**config.mk**
```make
export PLATFORM = sky130hd
export DESIGN_NAME = resource_arbiter_flat
export DESIGN_NICKNAME = d
export VERILOG_FILES = /design/src/rtl/resource_arbiter_if.sv /design/src/rtl/resource_arbiter.sv /design/src/flat_wrapper.sv
export SDC_FILE = /design/constraint.sdc
export NUM_CORES = 1
export LEC_CHECK = 0
export ABC_CLOCK_PERIOD_IN_PS = 4600
export BUFFER_PORTS_ARGS = -buffer_cell sky130_fd_sc_hd__clkbuf_2
export CORE_AREA = 2 2 95 97
export CTS_CLUSTER_DIAMETER = 200
export DETAILED_ROUTE_END_ITERATION = 16
export DIE_AREA = 0 0 97 99
export PLACE_DENSITY_LB_ADDON = 0.12
export RECOVER_POWER = 25
export SLEW_MARGIN = 20
export SYNTH_ARGS = -nofsm -noshare
export SYNTH_HDL_FRONTEND = slang
export SYNTH_SLANG_ARGS = --single-unit
```
**constraint.sdc**
```tcl
create_clock -name clk -period 4.6 [get_ports clk]
set_clock_uncertainty 0.15 [all_clocks]
set_input_delay 0.69 -clock clk [delete_from_list [all_inputs] [get_ports clk]]
set_output_delay 0.69 -clock clk [all_outputs]
set_load 0.01 [all_outputs]
```
**src/rtl/resource_arbiter_if.sv**
```systemverilog
// resource_arbiter_if: bundles the requester-side and resource-side signals of
// resource_arbiter.
//   req, req_valid, req_data : per-pipeline request, valid data strobe, packed data
//   grant                    : one-hot grant back to the pipelines
//   res_in_valid/res_in_data : transfer into the shared resource
//   res_out_valid/res_out_data : resource response
//   rsp_valid/rsp_data       : one-hot response strobe, broadcast response data
//   busy, timeout_err, stray_rsp : status
// master = pipelines + resource (environment), slave = the arbiter.
interface resource_arbiter_if #(
   parameter int unsigned NUM_REQ = 4,
   parameter int unsigned DATA_W  = 32
);
   logic [NUM_REQ-1:0]        req;
   logic [NUM_REQ-1:0]        req_valid;
   logic [NUM_REQ*DATA_W-1:0] req_data;
   logic [NUM_REQ-1:0]        grant;
   logic                      res_in_valid;
   logic [DATA_W-1:0]         res_in_data;
   logic                      res_out_valid;
   logic [DATA_W-1:0]         res_out_data;
   logic [NUM_REQ-1:0]        rsp_valid;
   logic [DATA_W-1:0]         rsp_data;
   logic                      busy;
   logic                      timeout_err;
   logic                      stray_rsp;

   modport master (
      output req, req_valid, req_data, res_out_valid, res_out_data,
      input  grant, res_in_valid, res_in_data, rsp_valid, rsp_data,
      input  busy, timeout_err, stray_rsp
   );

   modport slave (
      input  req, req_valid, req_data, res_out_valid, res_out_data,
      output grant, res_in_valid, res_in_data, rsp_valid, rsp_data,
      output busy, timeout_err, stray_rsp
   );
endinterface

```
**src/rtl/resource_arbiter.sv**
```systemverilog
// resource_arbiter: round-robin owner of one shared resource among NUM_REQ stall
// pipelines. IDLE picks a requester, GRANT waits for its valid data and forwards it,
// WAIT holds ownership until the resource answers (or times out) and routes the
// response to the owner only.
//   clk   : clock
//   reset : asynchronous active-high reset
//   bus   : resource_arbiter_if slave modport (requests, grant, resource in/out,
//           responses, status)
// NUM_REQ and DATA_W must match the parameters of the connected interface.
module resource_arbiter #(
   parameter int unsigned NUM_REQ        = 4,
   parameter int unsigned DATA_W         = 32,
   parameter int unsigned TIMEOUT_CYCLES = 255
) (
   input logic               clk,
   input logic               reset,
   resource_arbiter_if.slave bus
);

   localparam int unsigned IdxW = (NUM_REQ > 1) ? $clog2(NUM_REQ) : 1;
   localparam int unsigned TmrW = $clog2(TIMEOUT_CYCLES + 1);
   localparam logic [TmrW-1:0] TmrLast = TmrW'(TIMEOUT_CYCLES - 1);
   localparam logic [IdxW-1:0] PtrInit = IdxW'(NUM_REQ - 1);

   typedef enum logic [1:0] {StIdle, StGrant, StWait} state_e;

   state_e          state_q, state_d;
   logic [IdxW-1:0] owner_q, owner_d;
   logic [IdxW-1:0] rr_ptr_q, rr_ptr_d;
   logic [TmrW-1:0] timer_q, timer_d;
   logic            timeout_q, timeout_d;
   logic            stray_q, stray_d;
   logic [IdxW-1:0] pick_idx;

   // Search offsets 1..NUM_REQ from rr_ptr; walking from far to near lets the nearest
   // set request overwrite, so the first hit after rr_ptr wins.
   always_comb begin
      int unsigned     cand;
      logic [IdxW-1:0] cand_idx;
      pick_idx = '0;
      cand     = 0;
      cand_idx = '0;
      for (int k = NUM_REQ; k >= 1; k--) begin
         cand = 32'(rr_ptr_q) + 32'(k);
         if (cand >= NUM_REQ) cand = cand - NUM_REQ;
         cand_idx = cand[IdxW-1:0];
         if (bus.req[cand_idx]) pick_idx = cand_idx;
      end
   end

   always_comb begin
      state_d          = state_q;
      owner_d          = owner_q;
      rr_ptr_d         = rr_ptr_q;
      timer_d          = timer_q;
      timeout_d        = 1'b0;
      stray_d          = 1'b0;
      bus.grant        = '0;
      bus.res_in_valid = 1'b0;
      bus.rsp_valid    = '0;
      case (state_q)
         StIdle: begin
            if (|bus.req) begin
               owner_d  = pick_idx;
               rr_ptr_d = pick_idx;
               state_d  = StGrant;
            end
         end
         StGrant: begin
            bus.grant[owner_q] = 1'b1;
            // A transfer wins even if req drops in the same cycle.
            if (bus.req_valid[owner_q]) begin
               bus.res_in_valid = 1'b1;
               timer_d          = '0;
               state_d          = StWait;
            end else if (!bus.req[owner_q]) begin
               state_d = StIdle;
            end
         end
         StWait: begin
            // A response on the last timer cycle beats the timeout.
            if (bus.res_out_valid) begin
               bus.rsp_valid[owner_q] = 1'b1;
               state_d                = StIdle;
            end else if (timer_q == TmrLast) begin
               timeout_d = 1'b1;
               state_d   = StIdle;
            end else begin
               timer_d = timer_q + 1'b1;
            end
         end
         default: state_d = StIdle;
      endcase
      if (bus.res_out_valid && (state_q != StWait)) stray_d = 1'b1;
   end

   always_ff @(posedge clk or posedge reset) begin
      if (reset) begin
         state_q   <= StIdle;
         owner_q   <= '0;
         rr_ptr_q  <= PtrInit;
         timer_q   <= '0;
         timeout_q <= 1'b0;
         stray_q   <= 1'b0;
      end else begin
         state_q   <= state_d;
         owner_q   <= owner_d;
         rr_ptr_q  <= rr_ptr_d;
         timer_q   <= timer_d;
         timeout_q <= timeout_d;
         stray_q   <= stray_d;
      end
   end

   assign bus.res_in_data = bus.req_data[32'(owner_q) * DATA_W +: DATA_W];
   assign bus.rsp_data    = bus.res_out_data;
   assign bus.busy        = (state_q != StIdle);
   assign bus.timeout_err = timeout_q;
   assign bus.stray_rsp   = stray_q;

endmodule

```
**src/flat_wrapper.sv**
```systemverilog
// flat-port wrapper written by rule: the top's interface ports become plain ports
module resource_arbiter_flat 
#(
   parameter int unsigned NUM_REQ        = 4,
   parameter int unsigned DATA_W         = 32,
   parameter int unsigned TIMEOUT_CYCLES = 255
)
  (clk, reset, bus_req, bus_req_valid, bus_req_data, bus_res_out_valid, bus_res_out_data, bus_grant, bus_res_in_valid, bus_res_in_data, bus_rsp_valid, bus_rsp_data, bus_busy, bus_timeout_err, bus_stray_rsp);
  resource_arbiter_if #(.NUM_REQ(NUM_REQ), .DATA_W(DATA_W)) bus_i ();
  input logic clk;
  input logic reset;
  input wire logic [$bits(bus_i.req)-1:0] bus_req;
  input wire logic [$bits(bus_i.req_valid)-1:0] bus_req_valid;
  input wire logic [$bits(bus_i.req_data)-1:0] bus_req_data;
  input wire logic [$bits(bus_i.res_out_valid)-1:0] bus_res_out_valid;
  input wire logic [$bits(bus_i.res_out_data)-1:0] bus_res_out_data;
  output wire logic [$bits(bus_i.grant)-1:0] bus_grant;
  output wire logic [$bits(bus_i.res_in_valid)-1:0] bus_res_in_valid;
  output wire logic [$bits(bus_i.res_in_data)-1:0] bus_res_in_data;
  output wire logic [$bits(bus_i.rsp_valid)-1:0] bus_rsp_valid;
  output wire logic [$bits(bus_i.rsp_data)-1:0] bus_rsp_data;
  output wire logic [$bits(bus_i.busy)-1:0] bus_busy;
  output wire logic [$bits(bus_i.timeout_err)-1:0] bus_timeout_err;
  output wire logic [$bits(bus_i.stray_rsp)-1:0] bus_stray_rsp;
  assign bus_i.req = bus_req;
  assign bus_i.req_valid = bus_req_valid;
  assign bus_i.req_data = bus_req_data;
  assign bus_i.res_out_valid = bus_res_out_valid;
  assign bus_i.res_out_data = bus_res_out_data;
  assign bus_grant = bus_i.grant;
  assign bus_res_in_valid = bus_i.res_in_valid;
  assign bus_res_in_data = bus_i.res_in_data;
  assign bus_rsp_valid = bus_i.rsp_valid;
  assign bus_rsp_data = bus_i.rsp_data;
  assign bus_busy = bus_i.busy;
  assign bus_timeout_err = bus_i.timeout_err;
  assign bus_stray_rsp = bus_i.stray_rsp;
  resource_arbiter #(.NUM_REQ(NUM_REQ), .DATA_W(DATA_W), .TIMEOUT_CYCLES(TIMEOUT_CYCLES)) u_core (.clk(clk), .reset(reset), .bus(bus_i));
endmodule
```
# Yosys cells after proc, flatten, opt, wreduce, memory -nomap -nowiden
# Cells that the tools add are included.
# totals
register_bits	16
output_inout_bits	76
# classes
n_addsub	9
magnitude_cmp	10
eq_ne	10
shifts	1
muxes	41
n_reduce_logical	9
# op_table
cell	count
$shiftx 128x8->32	1
$mux 2	13
$mux 8	3
$pmux 8 s2	1
$lt 2x3->1 const B	5
$mux 1	13
$bmux 1 s2	6
$mux 4	3
$ge 3x3->1 const B	3
$add 8x1->8 const B	1
$eq 8x8->1 const B	1
$sub 2x1->2 const B	4
$add 2x2->3 const B	2
$ne 2x2->1 const B	3
$ne 3x2->1 const B	2
$pmux 2 s3	1
$add 2x3->4 const B	1
$ge 4x3->1 const B	1
$ne 2x1->1 const B	2
$reduce_and 4->1	1
$reduce_bool 2->1	2
$reduce_or 4->1	1
$add 2x1->3 const B	1
$reduce_and 3->1	1
7 further kinds	8

# Logic depth before layout (Yosys ltp)
# Gate-level depths: netlist (run 1).
# depth
ltp_word	9
ltp_mapped	6
mapped_depth_nobuf	6

# Least setup slack after synthesis (run 1)
# Ideal clock, no wire load.
# synth_path
kind	input -> output
startpoint	input port bus_req_valid[3]
endpoint	output port bus_res_in_valid
t_arrival_ns	1.384
t_required_ns	3.760
slack_ns	2.376
path_stages	3
path_buffers	1
path_cell_list	mux4_2 nor2b_4 buf_6
# synth_between
elab_chain_cells	4
# synth_lines
item	line	rtl
from (decl)	flat_wrapper.sv:13	input wire logic [$bits(bus_i.req_valid)-1:0] bus_req_valid;
$bmux 1 s2	resource_arbiter.sv:72	if (bus.req_valid[owner_q]) begin
$mux 1 (implied by the code)	resource_arbiter.sv:72	
$mux 1	resource_arbiter.sv:72	
$mux 1	resource_arbiter.sv:61	case (state_q)
to (decl)	flat_wrapper.sv:18	output wire logic [$bits(bus_i.res_in_valid)-1:0] bus_res_in_valid;
# Every way passes these cells. The select of a mux whose other input is x is not followed.

# Final worst setup path (run 1)
# layout_path
startpoint	register u_core.owner_q[0]
endpoint	output port bus_res_in_data[8]
# layout_between
elab_chain_cells	1
# layout_lines
item	line	rtl
from (decl)	resource_arbiter.sv:28	logic [IdxW-1:0] owner_q, owner_d;
from (signal assigned)	resource_arbiter.sv:107	owner_q <= owner_d;
$shiftx 128x8->32	resource_arbiter.sv:115	assign bus.res_in_data = bus.req_data[32'(owner_q) * DATA_W +: DATA_W];
to (decl)	flat_wrapper.sv:19	output wire logic [$bits(bus_i.res_in_data)-1:0] bus_res_in_data;
# Every way passes these cells.

==> results.yml, run 1 <==
sta:
  relSlewSlack: 0.3547
  max_freq_ghz: 0.3247
  setup_viol: 0
  worst_pin_slew_ns: 0.9554
  min_period_ns: 3.079
  hold_violations: 0
  maxSlewViolCount: 0
  fin_crit_sh: 0.6694
  finalSetupTns_ns: 0
  rsz0062_at_grt: "false"
  hold_slack_ns: 0.3252
global_route:
  globalRouteTotalUtil: 0.1659
  grt_pass1_wl_um: 12340
  grt_max_degree: 27
  antenna_found_initial: 4
  overflow: 0
  grt_pass1_vias: 2106
logic_synthesis:
  synth.cell_area_um2: 1983
  synth_top_area_share: 0.3748
  synth_commonest_cells: "mux4_2 (33), buf_4 (32), dfrtp_1 (14), nor2_1 (13), nand2_1 (12)"
  ys_ff_latch: 16
  synth_nets: 352
  syn_avg_cell_area_um2: 11.08
  ys_seq_area_frac: 0.2032
  synth_most_common_cell: "mux4_2"
  synth_edf_count: 0
  async_reset_ff_frac: 1.000
  synthFlopType: "dfrtp_1"
  yosys_warnings: 0
  synth_cell_types: 42
  yosysTopAreaCell: "mux4_2"
  syn-instance-count: 179
  synth.area.top_cells: "mux4_2 (37%), dfrtp_1 (18%), buf_4 (12%)"
critical_path:
  crit_end: "bus_res_in_data[8]"
  cp.depth: 3
  slowest_delay_ns: 0.84
  rr_startpoint: "u_core.owner_q[0]"
  rr_worst_depth: 4
  path_cells: "buf_4 -> mux4_2 -> clkbuf_2"
  cp_top_family: "flip-flops"
  worstPathMaxFanout: 26
  path_class: "reg2out"
  regToRegSetupSlack_ns: 2.25
  end_kind: "output port"
  cp_data_required_time_ns: 3.76
  r2r_end: "u_core.timer_q[1]"
  crit_path_top_delay_cell: "dfrtp_2"
  cp_num_buf_inv: 2
  cp-start-kind: "register"
  cp-startpoint: "u_core.owner_q[0]"
  cp.arrival_ns: 2.24
clock_tree:
  cts.htree.levels: 1
  cts_resized: 0
  clk_pin_slew_ns: 0.06
  insertion_delay_ns: 0.25
  cts_made_buffers: 3
  cts_tree: "built"
  cts.path.max_buffers: 2
  cts-hold-fix-buffers: 0
  clock_sinks: 16
  root_buffer: "clkbuf_8"
  cts_setup_buffers: 0
power:
  clkPwrFrac: 0.095
  powerDensity_nw_per_um2: 477.7
  p_int_uw: 753.2
  p_seq_frac: 0.220
  comb_power_share: 0.684
  swShare: 0.4384
  power_switching_uw: 588.0
  leakagePower_nw: 1.404
  vdd_ir_drop_max_mv: 0.2191
die:
  die_area_um2: 9603
  initial_utilization: 0.2319
  rows: 34
  die_h_um: 99
  core_area_um2: 8551
  die_x_um: 97
  io_pins: 247
drt:
  drc_errors: 0
  dr.first_iter.drc_count: 83
  ant_nets: 0
  first_pass_iters: 4
  wl_met3_um: 921
  top_layer: "met5"
  vias: 2087
  wl_met1_um: 3416
  vias_per_cell: 4.798
  dr_wl_met2_um: 3860
  routed_wl_um: 8298
  post_drt_wl_per_cell_um: 19.08
layout:
  n_fill_cell: 923
  final_layout_size_suffix_gt1_frac: 0.7068
  area_delta_synth_final_pct: 41.58
  nets: 498
  finalInstanceArea_um2: 2808
placement:
  placed_area_um2: 2745
  routabilityCongestion: 0.8794
  port_buffers: 182
  dp_hpwl_um: 7333
flow_run:
  maxCapViolations: 0
min_path:
  min-delay-path-class: "reg2reg"
status:
  outcome: "finished clean"
==> logic make-up after synthesis <==
kind of cell,Yosys count,synth area share
buffers and inverters,50,0.1647
AO/OA/AOI/OAI,25,0.08391
XOR/XNOR,3,0.01325
multiplexers,35,0.3874
flip-flops,16,0.2032
adder cells (fa/ha/maj),2,0.01262
AND/OR/NAND/NOR,48,0.1350
==> worst min path at each step <==
stage / from / end / slack [ns] / cells after the start
6_report: u_core.rr_ptr_q[0] / u_core.rr_ptr_q[0] / 0.33 / 2
5_1_grt: u_core.rr_ptr_q[0] / u_core.rr_ptr_q[0] / 0.34 / 2
4_1_cts: u_core.rr_ptr_q[0] / u_core.rr_ptr_q[0] / 0.33 / 2
3_5_place_dp: u_core.rr_ptr_q[0] / u_core.rr_ptr_q[0] / 0.32 / 2
3_3_place_gp: u_core.rr_ptr_q[0] / u_core.rr_ptr_q[0] / 0.31 / 2
2_1_floorplan: u_core.rr_ptr_q[0] / u_core.rr_ptr_q[0] / 0.29 / 2
==> through the flow <==
| stage | power [mW] | util | std cells | setup slack (ns) |
|---|---|---|---|---|
| floorplan | 0.9335 | - | 179 | 2.376 |
| global placement | 1.237 | 0.3210 | 428 | 1.728 |
| CTS | 1.368 | 0.3275 | 432 | 1.445 |
| finish | 1.341 | 0.3284 | 435 | 1.521 |
| detailed placement | 1.238 | 0.3210 | 428 | 1.724 |
| global route | 1.444 | 0.3275 | 432 | 1.326 |
==> layer usage <==
metal / GRT usage / up-vias
li1: - / 944
met3: 0.07801 / 16
met1: 0.2168 / 1007
met4: 0.02384 / 4
met5: 0 / -
met2: 0.2580 / 116
==> power groups by stage <==
stage                     logic (mW)  registers, mW  clock network, mW
after CTS                      0.937          0.300              0.131
after detailed placement       0.936          0.302                  0
after global placement         0.935          0.303                  0
after global routing           0.989          0.313              0.143
after floorplan                0.721          0.212                  0
final                          0.918          0.295              0.128
==> placed cells by master, fill, tap and decap left out, types with 4 or more instances in the layout <==
cell / synthesis / final
dfrtp_1: 14 / 13
clkbuf_2: 0 / 182
nor2_1: 13 / 13
mux4_2: 33 / 33
inv_1: 7 / 7
nand2_1: 12 / 12
o21ai_0: 7 / 7
clkbuf_8: 0 / 4
a21oi_1: 4 / 4
==> state kept, by name, indices dropped and copies added (netlist names) <==
register                cells
u_core.owner_q              2
u_core.bus.stray_rsp        1
u_core.rr_ptr_q             2
u_core.bus.timeout_err      1
u_core.timer_q              8
u_core.state_q              2
==> worst min-delay path, cell delays in order (launching register included) <==
cell	delay, ns
dfstp_2	0.37
nand2_1	0.05
nand2_1	0.05
==> cell type report <==
type / instances / area (um2) / area share
Sequential cell: 16 / 404.1 / 0.1439
Antenna cell: 3 / 7.507 / 0.002674
Tap cell: 108 / 135.1 / 0.04813
Clock buffer: 4 / 55.05 / 0.01961
Inverter: 7 / 26.28 / 0.009358
Multi-Input combinational cell: 113 / 1254 / 0.4465
Timing Repair Buffer: 184 / 925.9 / 0.3298
Note: power is estimated with default switching activity, not from simulation.
==> inputs of run 2 (changes only) <==
ABC_CLOCK_PERIOD_IN_PS = 3200   (was 4600)
CORE_AREA = 2 2 96 98   (was 2 2 95 97)
DIE_AREA = 0 0 98 100   (was 0 0 97 99)
clock period = 3.2 ns   (was 4.6 ns; I/O delays follow)
==> run 2 against run 1 <==
Critical path depth unchanged. Non-clock buffer count up 2. Largest cell class unchanged. Count of clock-buffer cells in the layout stayed put. Via count is 2.3% lower. Register-to-register slack got worse by 1.3 ns. Sequential power increased by 39%. Sequential share of layout area fell by 0.12 points.
==> results.yml, run 2 (same netlist as run 1, synthesis figures left out) <==
clock_tree:
  clk_pin_slew_ns: 0.07
  cts-hold-fix-buffers: 0
  root_buffer: "clkbuf_8"
  cts_made_buffers: 3
  cts_resized: 0
  cts_setup_buffers: 0
  clock_sinks: 16
  cts.path.max_buffers: 2
  cts_tree: "built"
  insertion_delay_ns: 0.25
  cts.htree.levels: 1
layout:
  final_layout_size_suffix_gt1_frac: 0.7086
  area_delta_synth_final_pct: 42.78
  regMostFlops: "u_core.timer_q"
  largest_reg_flops: 8
  antennaDiodeCount: 0
  multi_input_area_um2: 1254
  final_cell_mix: "clkbuf_2 (182), mux4_2 (33), nor2_1 (13), dfrtp_1 (13), nand2_1 (12)"
  regArea_um2: 404.1
  final_cells: 437
  layout_commonest_cell: "clkbuf_2"
  n_fill_cell: 985
  nets: 500
critical_path:
  cp_num_buf_inv: 2
  rr_worst_depth: 4
  r2r_end: "u_core.timer_q[1]"
  cp_data_required_time_ns: 2.57
  path_class: "reg2out"
  cp.depth: 3
  crit_end: "bus_res_in_data[22]"
  rr_startpoint: "u_core.owner_q[0]"
  cp-start-kind: "register"
  end_kind: "output port"
  path_cells: "buf_4 -> mux4_2 -> clkbuf_2"
  cp.arrival_ns: 2.05
  cp-startpoint: "u_core.owner_q[0]"
  regToRegSetupSlack_ns: 0.97
  cp_top_family: "flip-flops"
  slowest_delay_ns: 0.75
  crit_path_top_delay_cell: "dfrtp_2"
  worstPathMaxFanout: 21
die:
  die_x_um: 98
  core_area_um2: 8890
  rows: 35
  io_pins: 247
  initial_utilization: 0.2231
  die_area_um2: 9800
  die_h_um: 100
sta:
  max_freq_ghz: 0.3735
  hold_slack_ns: 0.1474
  hold_violations: 0
  finalSetupTns_ns: 0
  min_period_ns: 2.677
  worst_pin_slew_ns: 0.6319
  maxSlewViolCount: 0
  fin_crit_sh: 0.8366
  setup_viol: 0
  relSlewSlack: 0.5782
  rsz0062_at_grt: "false"
global_route:
  grt_pass1_vias: 2018
  grt_max_degree: 29
  overflow: 0
  antenna_found_initial: 0
  grt_pass1_wl_um: 10980
  globalRouteTotalUtil: 0.1425
drt:
  drc_errors: 0
  dr.first_iter.drc_count: 62
  post_drt_wl_per_cell_um: 17.19
  vias: 2039
  ant_nets: 0
  first_pass_iters: 4
  routed_wl_um: 7511
  vias_per_cell: 4.666
placement:
  port_buffers: 182
  dp_hpwl_um: 6563
  routabilityCongestion: 0.7790
  place_inst: 433
power:
  clkPwrFrac: 0.092
  vdd_ir_drop_max_mv: 0.3246
  p_int_mw: 1.114
  p_seq_frac: 0.210
  swShare: 0.4283
  leakagePower_nw: 1.418
  power_switching_uw: 834.6
  powerDensity_nw_per_um2: 688.2
  p_total_mw: 1.949
  comb_power_share: 0.698
flow_run:
  maxCapViolations: 0
min_path:
  min-delay-path-class: "in2async"
status:
  outcome: "finished clean"
run 2: cell count changes in the layout (fill, tap and decap cells not counted), sizes merged:
cell / before / now
diode: 3 / 0
buf: 2 / 4
run 2: routing by layer:
| layer | GRT usage | share of wire | vias to the layer above |
|---|---|---|---|
| met1 | 0.1649 | 0.37 | 994 |
| met2 | 0.2698 | 0.54 | 95 |
| met5 | 0 | 0 | - |
| met4 | 0.01496 | 0.0021 | 0 |
| li1 | - | - | 948 |
| met3 | 0.04109 | 0.081 | 2 |
run 2: area by class of cell:
| type | instances | share of cell area |
|---|---|---|
| inverter | 7 | 0.009280 |
| sequential | 16 | 0.1427 |
| timing repair buffer | 186 | 0.3367 |
| multi-input combinational | 113 | 0.4428 |
| tap | 111 | 0.04905 |
| clock buffer | 4 | 0.01944 |
run 2: power groups by stage:
| stage | registers (mW) | logic, mW | clock network [mW] |
|---|---|---|---|
| 2_1_floorplan | 0.305 | 1.04 | 0 |
| 6_report | 0.409 | 1.36 | 0.179 |
| 3_3_place_gp | 0.420 | 1.38 | 0 |
| 5_1_grt | 0.433 | 1.47 | 0.194 |
| 3_5_place_dp | 0.419 | 1.39 | 0 |
| 4_1_cts | 0.416 | 1.39 | 0.187 |
run 2: how the worst min path moves through the flow:
stage,from,end,slack (ns),depth (start not counted)
global placement,u_core.rr_ptr_q[0],u_core.rr_ptr_q[0],0.31,2
global route,reset,u_core.owner_q[1],0.21,2
finish,reset,u_core.owner_q[1],0.15,2
detailed placement,u_core.rr_ptr_q[0],u_core.rr_ptr_q[0],0.32,2
floorplan,reset,u_core.bus.stray_rsp,0.24,1
CTS,reset,u_core.timer_q[2],0.18,2
run 2: through the flow:
stage	setup WS, ns	cell area (um2)	util
after global routing	0.3509	2831	0.3185
after CTS	0.4467	2831	0.3185
final	0.5227	2831	0.3185
after detailed placement	0.7257	2776	0.3123
after floorplan	1.284	1983	-
after global placement	0.7356	2776	0.3123
run 2: worst register-to-register path, delay by kind of cell, from the launching register on:
kind,cells,cell delay [ns]
muxes,2,0.89
and+or+nand+nor,2,0.34
DFF,1,0.75
==> inputs of run 3 (changes only) <==
ABC_CLOCK_PERIOD_IN_PS = 2580   (was 3200)
clock period = 2.58 ns   (was 3.2 ns; I/O delays follow)
==> run 3 against run 2 <==
Core utilization increased by 0.25 points. Count of clock-buffer cells in the layout is the same. Final area grew 0.80%. Combinational power increased by 32%. Final cell count is 0.69% higher. Critical endpoint is now bus_res_in_data[30].
==> results.yml, run 3 (same netlist as run 1, synthesis figures left out) <==
layout:
  area_delta_synth_final_pct: 43.91
  utilization: 0.3210
  final_cells: 440
  antennaDiodeCount: 0
  nets: 503
  final_layout_size_suffix_gt1_frac: 0.7112
  layout_commonest_cell: "clkbuf_2"
  n_fill_cell: 975
  final_cell_mix: "clkbuf_2 (182), mux4_2 (33), nor2_1 (13), dfrtp_1 (13), nand2_1 (12)"
  largest_reg_flops: 8
  regMostFlops: "u_core.timer_q"
die:
  initial_utilization: 0.2231
  core_area_um2: 8890
  io_pins: 247
  die_h_um: 100
  die_x_um: 98
  die_area_um2: 9800
  rows: 35
sta:
  maxSlewViolCount: 0
  min_period_ns: 2.317
  setup_viol: 0
  rsz0062_at_grt: "false"
  relSlewSlack: 0.5796
  worst_pin_slew_ns: 0.6299
  max_freq_ghz: 0.4316
  hold_violations: 0
  finalSetupTns_ns: 0
  fin_crit_sh: 0.8980
  hold_slack_ns: 0.05423
drt:
  routed_wl_um: 7546
  dr.first_iter.drc_count: 55
  ant_nets: 0
  first_pass_iters: 5
  vias: 2053
  post_drt_wl_per_cell_um: 17.15
  vias_per_cell: 4.666
  drc_errors: 0
clock_tree:
  cts.path.max_buffers: 2
  cts_tree: "built"
  cts_resized: 0
  clk_pin_slew_ns: 0.06
  cts_setup_buffers: 0
  cts.htree.levels: 1
  insertion_delay_ns: 0.25
  clock_sinks: 16
  cts_made_buffers: 3
  cts-hold-fix-buffers: 0
  root_buffer: "clkbuf_8"
power:
  p_int_mw: 1.415
  leakagePower_nw: 1.433
  powerDensity_nw_per_um2: 863.1
  comb_power_share: 0.732
  swShare: 0.4256
  p_total_mw: 2.463
  power_switching_mw: 1.048
  vdd_ir_drop_max_mv: 0.3196
  p_seq_frac: 0.177
  clkPwrFrac: 0.090
min_path:
  min-delay-path-class: "in2async"
flow_run:
  maxCapViolations: 0
placement:
  place_inst: 436
  routabilityCongestion: 0.8414
  dp_hpwl_um: 6674
  port_buffers: 182
status:
  outcome: "finished clean"
critical_path:
  path_cells: "buf_4 -> mux4_2 -> clkbuf_2"
  worstPathMaxFanout: 12
  end_kind: "output port"
  cp.arrival_ns: 1.78
  cp_data_required_time_ns: 2.04
  crit_path_top_delay_cell: "dfrtp_2"
  slowest_delay_ns: 0.55
  cp-start-kind: "register"
  cp_top_family: "flip-flops"
  cp_num_buf_inv: 2
  path_class: "reg2out"
global_route:
  grt_pass1_vias: 2096
  grt_max_degree: 23
  overflow: 0
  globalRouteTotalUtil: 0.1464
  antenna_found_initial: 0
  grt_pass1_wl_um: 11360
==> run 3: metrics by stage <==
stage | setup slack [ns] | cell area, um2
5_1_grt | 0.1498 | 2854
6_report | 0.2631 | 2854
3_3_place_gp | 0.5207 | 2799
3_5_place_dp | 0.5055 | 2799
4_1_cts | 0.2289 | 2854
2_1_floorplan | 0.7111 | 1983
==> run 3: cell type report <==
type	count	area [um2]	area share
clock buffers	4	55.05	0.01929
well taps	111	138.9	0.04866
inverters	7	26.28	0.009206
multi-input cells	113	1254	0.4393
flip-flops and latches	16	404.1	0.1416
repair buffers	189	975.9	0.3420
==> run 3: final timing paths <==
kind | startpoint | endpoint | slack, ns | cells past startpoint
setup / recovery | u_core.owner_q[0] | bus_res_in_data[30] | 0.26 | 3
min in group clk | bus_res_out_valid | u_core.bus.stray_rsp | 0.25 | 2
max in group asynchronous | reset | u_core.owner_q[0] | 1.78 | 2
setup reg to reg | u_core.owner_q[0] | u_core.timer_q[1] | 0.59 | 4
hold reg to reg | u_core.rr_ptr_q[0] | u_core.rr_ptr_q[0] | 0.33 | 2
hold / removal | reset | u_core.timer_q[6] | 0.05 | 2
==> run 3: per-layer routing <==
metal  vias up  global-route usage  share of wire  wire length (um)
met5         -                   0              0                 0
met2        98              0.2771           0.55              4135
met3         4             0.03273          0.075               566
met4         0             0.01923         0.0057                43
met1      1000              0.1736           0.37              2801
li1        951                   -              -                 -
==> run 3: power by group through the flow <==
stage	Combinational, mW	Sequential, mW	Clock (mW)
2_1_floorplan	1.29	0.379	0
3_3_place_gp	1.84	0.440	0
3_5_place_dp	1.84	0.444	0
4_1_cts	1.84	0.440	0.229
5_1_grt	1.96	0.455	0.245
6_report	1.80	0.437	0.222
